`src/rtl/addsub_pkg.sv`:
```
// Shared definitions for the digit-serial adder/subtractor: FSM encodings,
// mode constants and the signed-overflow helper.
package addsub_pkg;

  typedef enum logic [1:0] {
    IDLE = 2'd0,
    RUN  = 2'd1,
    DONE = 2'd2
  } state_e;

  localparam logic MODE_ADD = 1'b0;
  localparam logic MODE_SUB = 1'b1;

  // Two's-complement overflow from the operand and result sign bits; for
  // subtraction the effective second operand is ~b.
  function automatic logic signed_ovf(input logic mode,
                                      input logic a_msb,
                                      input logic b_msb,
                                      input logic r_msb);
    logic b_eff;
    b_eff = b_msb ^ (mode == MODE_SUB);
    return (a_msb == b_eff) && (r_msb != a_msb);
  endfunction

endpackage

```
`src/rtl/sub_digit.sv`:
```
// Combinational DIGIT-bit ripple slice: adds a_sl + (b_sl or ~b_sl) + cin.
// In subtract mode, the caller seeds cin with 1 to complete the two's complement.
module sub_digit
  import addsub_pkg::*;
#(
  parameter int DIGIT = 4
) (
  input  logic [DIGIT-1:0] a_sl,
  input  logic [DIGIT-1:0] b_sl,
  input  logic             cin,
  input  logic             mode,
  output logic [DIGIT-1:0] sum_sl,
  output logic             cout
);

  always_comb begin
    logic c_v;
    logic be_v;
    c_v    = cin;
    be_v   = 1'b0;
    sum_sl = '0;
    for (int i = 0; i < DIGIT; i++) begin
      be_v      = b_sl[i] ^ (mode == MODE_SUB);
      sum_sl[i] = a_sl[i] ^ be_v ^ c_v;
      c_v       = (a_sl[i] & be_v) | (a_sl[i] & c_v) | (be_v & c_v);
    end
    cout = c_v;
  end

endmodule

```
`src/rtl/addsub_serial.sv`:
```
// Digit-serial adder/subtractor processing DIGIT bits per cycle, LSB slice first.
// Define ADDSUB_SERIAL_OVF_EN to add the signed 'overflow' output.
module addsub_serial
  import addsub_pkg::*;
#(
  parameter int WIDTH = 32,
  parameter int DIGIT = 4
) (
  input  logic             clk,
  input  logic             rst_n,
  input  logic             start,
  input  logic             mode,
  input  logic [WIDTH-1:0] a,
  input  logic [WIDTH-1:0] b,
  output logic             ready,
  output logic             done,
  output logic [WIDTH-1:0] result,
  output logic             carry_out,
  output logic             zero
`ifdef ADDSUB_SERIAL_OVF_EN
  ,
  output logic             overflow
`endif
);

  localparam int N     = WIDTH / DIGIT;
  localparam int CNT_W = (N > 1) ? $clog2(N) : 1;
  localparam logic [CNT_W-1:0] CNT_LAST = CNT_W'(N - 1);

  state_e             state_q, state_d;
  logic [CNT_W-1:0]   cnt_q, cnt_d;
  logic [WIDTH-1:0]   a_q, a_d;
  logic [WIDTH-1:0]   b_q, b_d;
  logic [WIDTH-1:0]   acc_q, acc_d;
  logic               mode_q, mode_d;
  logic               carry_q, carry_d;
  logic               ready_q, ready_d;
  logic               done_q, done_d;
  logic [WIDTH-1:0]   result_q, result_d;
  logic               carry_out_q, carry_out_d;
  logic               zero_q, zero_d;
`ifdef ADDSUB_SERIAL_OVF_EN
  logic               a_msb_q, a_msb_d;
  logic               b_msb_q, b_msb_d;
  logic               overflow_q, overflow_d;
`endif

  logic [DIGIT-1:0]   sum_sl_s;
  logic               cout_s;
  logic [WIDTH-1:0]   a_shift_s;
  logic [WIDTH-1:0]   b_shift_s;
  logic [WIDTH-1:0]   acc_shift_s;

  sub_digit #(
    .DIGIT (DIGIT)
  ) u_sub_digit (
    .a_sl   (a_q[DIGIT-1:0]),
    .b_sl   (b_q[DIGIT-1:0]),
    .cin    (carry_q),
    .mode   (mode_q),
    .sum_sl (sum_sl_s),
    .cout   (cout_s)
  );

  // Operands shift right one slice per cycle; finished sum slices enter at the MSB end.
  if (DIGIT == WIDTH) begin : g_single
    assign a_shift_s   = '0;
    assign b_shift_s   = '0;
    assign acc_shift_s = sum_sl_s;
  end else begin : g_multi
    assign a_shift_s   = {{DIGIT{1'b0}}, a_q[WIDTH-1:DIGIT]};
    assign b_shift_s   = {{DIGIT{1'b0}}, b_q[WIDTH-1:DIGIT]};
    assign acc_shift_s = {sum_sl_s, acc_q[WIDTH-1:DIGIT]};
  end

  always_comb begin
    state_d     = state_q;
    cnt_d       = cnt_q;
    a_d         = a_q;
    b_d         = b_q;
    acc_d       = acc_q;
    mode_d      = mode_q;
    carry_d     = carry_q;
    result_d    = result_q;
    carry_out_d = carry_out_q;
    zero_d      = zero_q;
`ifdef ADDSUB_SERIAL_OVF_EN
    a_msb_d     = a_msb_q;
    b_msb_d     = b_msb_q;
    overflow_d  = overflow_q;
`endif

    case (state_q)
      IDLE: begin
        if (start) begin
          a_d     = a;
          b_d     = b;
          mode_d  = mode;
          acc_d   = '0;
          cnt_d   = '0;
          // Carry seeded with 1 for subtraction, i.e. borrow cleared.
          carry_d = (mode == MODE_SUB);
`ifdef ADDSUB_SERIAL_OVF_EN
          a_msb_d = a[WIDTH-1];
          b_msb_d = b[WIDTH-1];
`endif
          state_d = RUN;
        end else begin
          state_d = IDLE;
        end
      end
      RUN: begin
        a_d     = a_shift_s;
        b_d     = b_shift_s;
        acc_d   = acc_shift_s;
        carry_d = cout_s;
        if (cnt_q == CNT_LAST) begin
          cnt_d       = '0;
          result_d    = acc_shift_s;
          carry_out_d = cout_s ^ (mode_q == MODE_SUB);
          zero_d      = (acc_shift_s == '0);
`ifdef ADDSUB_SERIAL_OVF_EN
          overflow_d  = signed_ovf(mode_q, a_msb_q, b_msb_q, acc_shift_s[WIDTH-1]);
`endif
          state_d     = DONE;
        end else begin
          cnt_d = cnt_q + CNT_W'(1);
        end
      end
      DONE: begin
        state_d = IDLE;
      end
      default: begin
        state_d = IDLE;
      end
    endcase

    ready_d = (state_d == IDLE);
    // The done pulse trails the DONE state by one cycle, landing N+1 edges after acceptance.
    done_d  = (state_q == DONE);
  end

  always_ff @(posedge clk) begin
    if (!rst_n) begin
      state_q     <= IDLE;
      cnt_q       <= '0;
      a_q         <= '0;
      b_q         <= '0;
      acc_q       <= '0;
      mode_q      <= MODE_ADD;
      carry_q     <= 1'b0;
      ready_q     <= 1'b1;
      done_q      <= 1'b0;
      result_q    <= '0;
      carry_out_q <= 1'b0;
      zero_q      <= 1'b1;
`ifdef ADDSUB_SERIAL_OVF_EN
      a_msb_q     <= 1'b0;
      b_msb_q     <= 1'b0;
      overflow_q  <= 1'b0;
`endif
    end else begin
      state_q     <= state_d;
      cnt_q       <= cnt_d;
      a_q         <= a_d;
      b_q         <= b_d;
      acc_q       <= acc_d;
      mode_q      <= mode_d;
      carry_q     <= carry_d;
      ready_q     <= ready_d;
      done_q      <= done_d;
      result_q    <= result_d;
      carry_out_q <= carry_out_d;
      zero_q      <= zero_d;
`ifdef ADDSUB_SERIAL_OVF_EN
      a_msb_q     <= a_msb_d;
      b_msb_q     <= b_msb_d;
      overflow_q  <= overflow_d;
`endif
    end
  end

  assign ready     = ready_q;
  assign done      = done_q;
  assign result    = result_q;
  assign carry_out = carry_out_q;
  assign zero      = zero_q;
`ifdef ADDSUB_SERIAL_OVF_EN
  assign overflow  = overflow_q;
`endif

endmodule

```
`config.mk`:
```
export PLATFORM = sky130hd
export DESIGN_NAME = addsub_serial
export DESIGN_NICKNAME = d
export VERILOG_FILES = /design/src/rtl/addsub_pkg.sv /design/src/rtl/sub_digit.sv /design/src/rtl/addsub_serial.sv
export SDC_FILE = /design/constraint.sdc
export NUM_CORES = 1
export LEC_CHECK = 0
export BUFFER_PORTS_ARGS = -buffer_cell sky130_fd_sc_hd__buf_4
export CORE_MARGIN = 2
export CORE_UTILIZATION = 55
export CTS_CLUSTER_SIZE = 20
export DETAILED_ROUTE_END_ITERATION = 7
export MAX_ROUTING_LAYER = met4
export PLACE_DENSITY = 0.79
export SKIP_CTS_REPAIR_TIMING = 1
export SYNTH_ARGS = -nofsm -noshare
export SYNTH_HDL_FRONTEND = slang
export SYNTH_SLANG_ARGS = --single-unit
```
`constraint.sdc`:
```
create_clock -name clk -period 3.72 [get_ports clk]
set_input_delay 0.744 -clock clk [delete_from_list [all_inputs] [get_ports clk]]
set_output_delay 0.744 -clock clk [all_outputs]
set_load 0.02 [all_outputs]
```
==> run summary <==
outcome: completed
setup slack, reg-to-reg: 0.70 ns
Highest Clock Rate: 331 MHz
nets@finish: 786
WL final: 12.5 mm
Initial Utilization: 56.3%
Starting DRT DRC Count: 249
Yosys top cell area share: 49.6%
clk buf depth: 2
Placement Setup Slack: 0.734 ns
Hold Crit Endpoint: result[9]
Final min period: 3.02 ns
via density per instance: 5.48
antenna viol nets, final: 0
PortBufs: 103
routed vias: 4700
syn nets: 714
Worst Setup SP: mode_q
WL/cell: 14.5 um
Fin Setup TNS: 0 ns
number of CTS-inserted buffers: 17
Yosys warning total: 0
CTS tree: done
number of synthesized flops with an enable pin: 0
most frequent cell after synthesis: nand2_1
Max VDD drop: 0.259 mV
I/O pin count: 104
Worst-Margin Slew: 1.21 ns
clock slew at reported path FFs: 0.06 ns
H-Tree Depth: 4
Critical Path RT: 4.13 ns
startpoint type of the worst setup path: flop
final hold violations: 0
Hold Path Origin: result[9]
final worst slack: 0.698 ns
Num Clock Sinks: 135
row cnt: 36
Multi-input gate area: 2430 um^2
gr usage total: 24.5%
ANT cells: 0
Max FO, Critical Path: 6
post-synthesis sequential area ratio: 49.6%
Worst Skew: 0.00620 ns
placed wire-length estimate: 8.11 mm
Synth top cells by count: nand2_1 (176), dfxtp_1 (135), nor2_1 (101)
number of global-route vias before repair: 4487
worst r2r src: mode_q
register area: 2700 um^2
layout cells sized above 1: 22.5%
die footprint: 10700 um^2
first-pass GRT wire length: 21.0 mm
Worst Path Arrival: 3.43 ns
Syn Area/Cell: 8.52 um^2
synthesized flop and latch total: 135
Final Max Tran Viols: 0
Post-Synthesis Cells: 640
Crit. End Element: flop
latest clock arrival within the worst-skew pair: 0.51 ns
Synth area leader: dfxtp_1
Hold Path Depth: 2
Final setup viols: 0
placer congestion estimate: 0.801
largest net degree at the start of global routing: 75
initial antenna violation count: 0
DRC violations left: 0
first drt pass iteration count: 5
fin crit share: 81.2%
Min-Delay Path Class: flop to flop
relative slew slack: 19.6%
static leakage: 2.74 nW
core region area: 9680 um^2
worst reg-to-reg path cell count: 11
synthesized area: 5450 um^2
fraction of registers with async set/reset: 0%
Most used DFF post-synth: dfxtp_1
reg-to-reg endpoint: zero
Area contributors post-synth: dfxtp_1 (50%), nand2_1 (12%), nor2_1 (7.0%)
Die Height: 104 um
CTS Root Buffer Type: clkbuf_8
Area Overhead vs Synth: 24.3%
GRT overflow: 0
type of the worst setup path: flop to flop
RSZ-0062 raised after global routing: no
count of cell types in the netlist: 35
power density over cell area: 537 nW/um^2
max cap viols: 0
Die X: 104 um
Fillers: 761
==> report_power, final <==
| group | internal (W) | leakage (nW) | total [W] | switching (W) |
|---|---|---|---|---|
| Sequential | 0.00152 | 1.10 | 0.00157 | 0.0000465 |
| Clock | 0.00110 | 0.296 | 0.00171 | 0.000607 |
| Combinational | 0.000161 | 1.34 | 0.000369 | 0.000207 |
==> cell usage in the layout (no fill, tap or decap), drive strengths merged, types with 3 or more instances in the layout <==
cell,netlist,final
dfxtp,135,135
clkinv,0,7
clkbuf,20,18
nand2,176,176
clkinvlp,0,3
xnor2,3,3
bufinv,0,4
inv,8,8
nor4,7,7
a22oi,36,36
a21oi,32,32
buf,37,110
nor2,101,101
a211oi,3,3
a311oi,56,56
fa,4,4
==> per-stage QoR <==
stage,cells,area [um^2],utilization [%],hold WS (ns),power (W)
after floorplan,640,5450,-,0.445,0.00185
after global placement,826,6170,63.7,0.443,0.00195
after detailed placement,826,6170,63.7,0.449,0.00196
after CTS,858,6780,70.0,0.442,0.00367
after global routing,858,6780,70.0,0.462,0.00378
final,858,6780,70.0,0.453,0.00364
==> state kept, by name, indices dropped and copies added, names as in the netlist, 2 cells and up <==
name	flops
b_q	32
state_q	2
a_q	32
acc_q	28
cnt_q	3
result	32
==> critical path: stages, from the launching register on <==
cell	delay, ns
dfxtp_1	0.48
xnor2_1	0.14
fa_1	0.37
inv_1	0.08
fa_1	0.16
inv_1	0.05
fa_1	0.36
inv_1	0.09
fa_1	0.45
nor4_1	0.33
nand4_1	0.15
o311ai_0	0.27
==> area by class of cell <==
type	count	share of cell area, %
timing repair buffer	110	12.4
sequential	135	39.9
clock inverter	14	2.68
tap	133	2.46
inverter	8	0.480
clock buffer	18	6.31
multi-input combinational	440	35.8
==> logic make-up (layout without fill, tap and decap cells) <==
logic type / Yosys count / in the layout / share of synthesized area, %
compound gates: 134 / 134 / 20.1
xor+xnor: 5 / 5 / 0.803
fa+ha+maj: 6 / 6 / 1.93
buf+inv: 65 / 150 / 6.15
flops: 135 / 135 / 49.6
mux: 1 / 1 / 0.184
simple gates: 294 / 294 / 21.3
==> routing by layer <==
metal	vias to the layer above	track usage, %	wire length, um
met5	-	-	0
met4	0	6.85	116
met3	11	7.68	849
met1	2199	29.9	5300
li1	2352	-	-
met2	138	39.4	6210
==> how the worst max path moves through the flow <==
stage and endpoint:
4_1_cts zero, 6_report zero, 3_3_place_gp zero, 2_1_floorplan zero, 3_5_place_dp zero, 5_1_grt zero
Power figures use the tool's default switching activity.
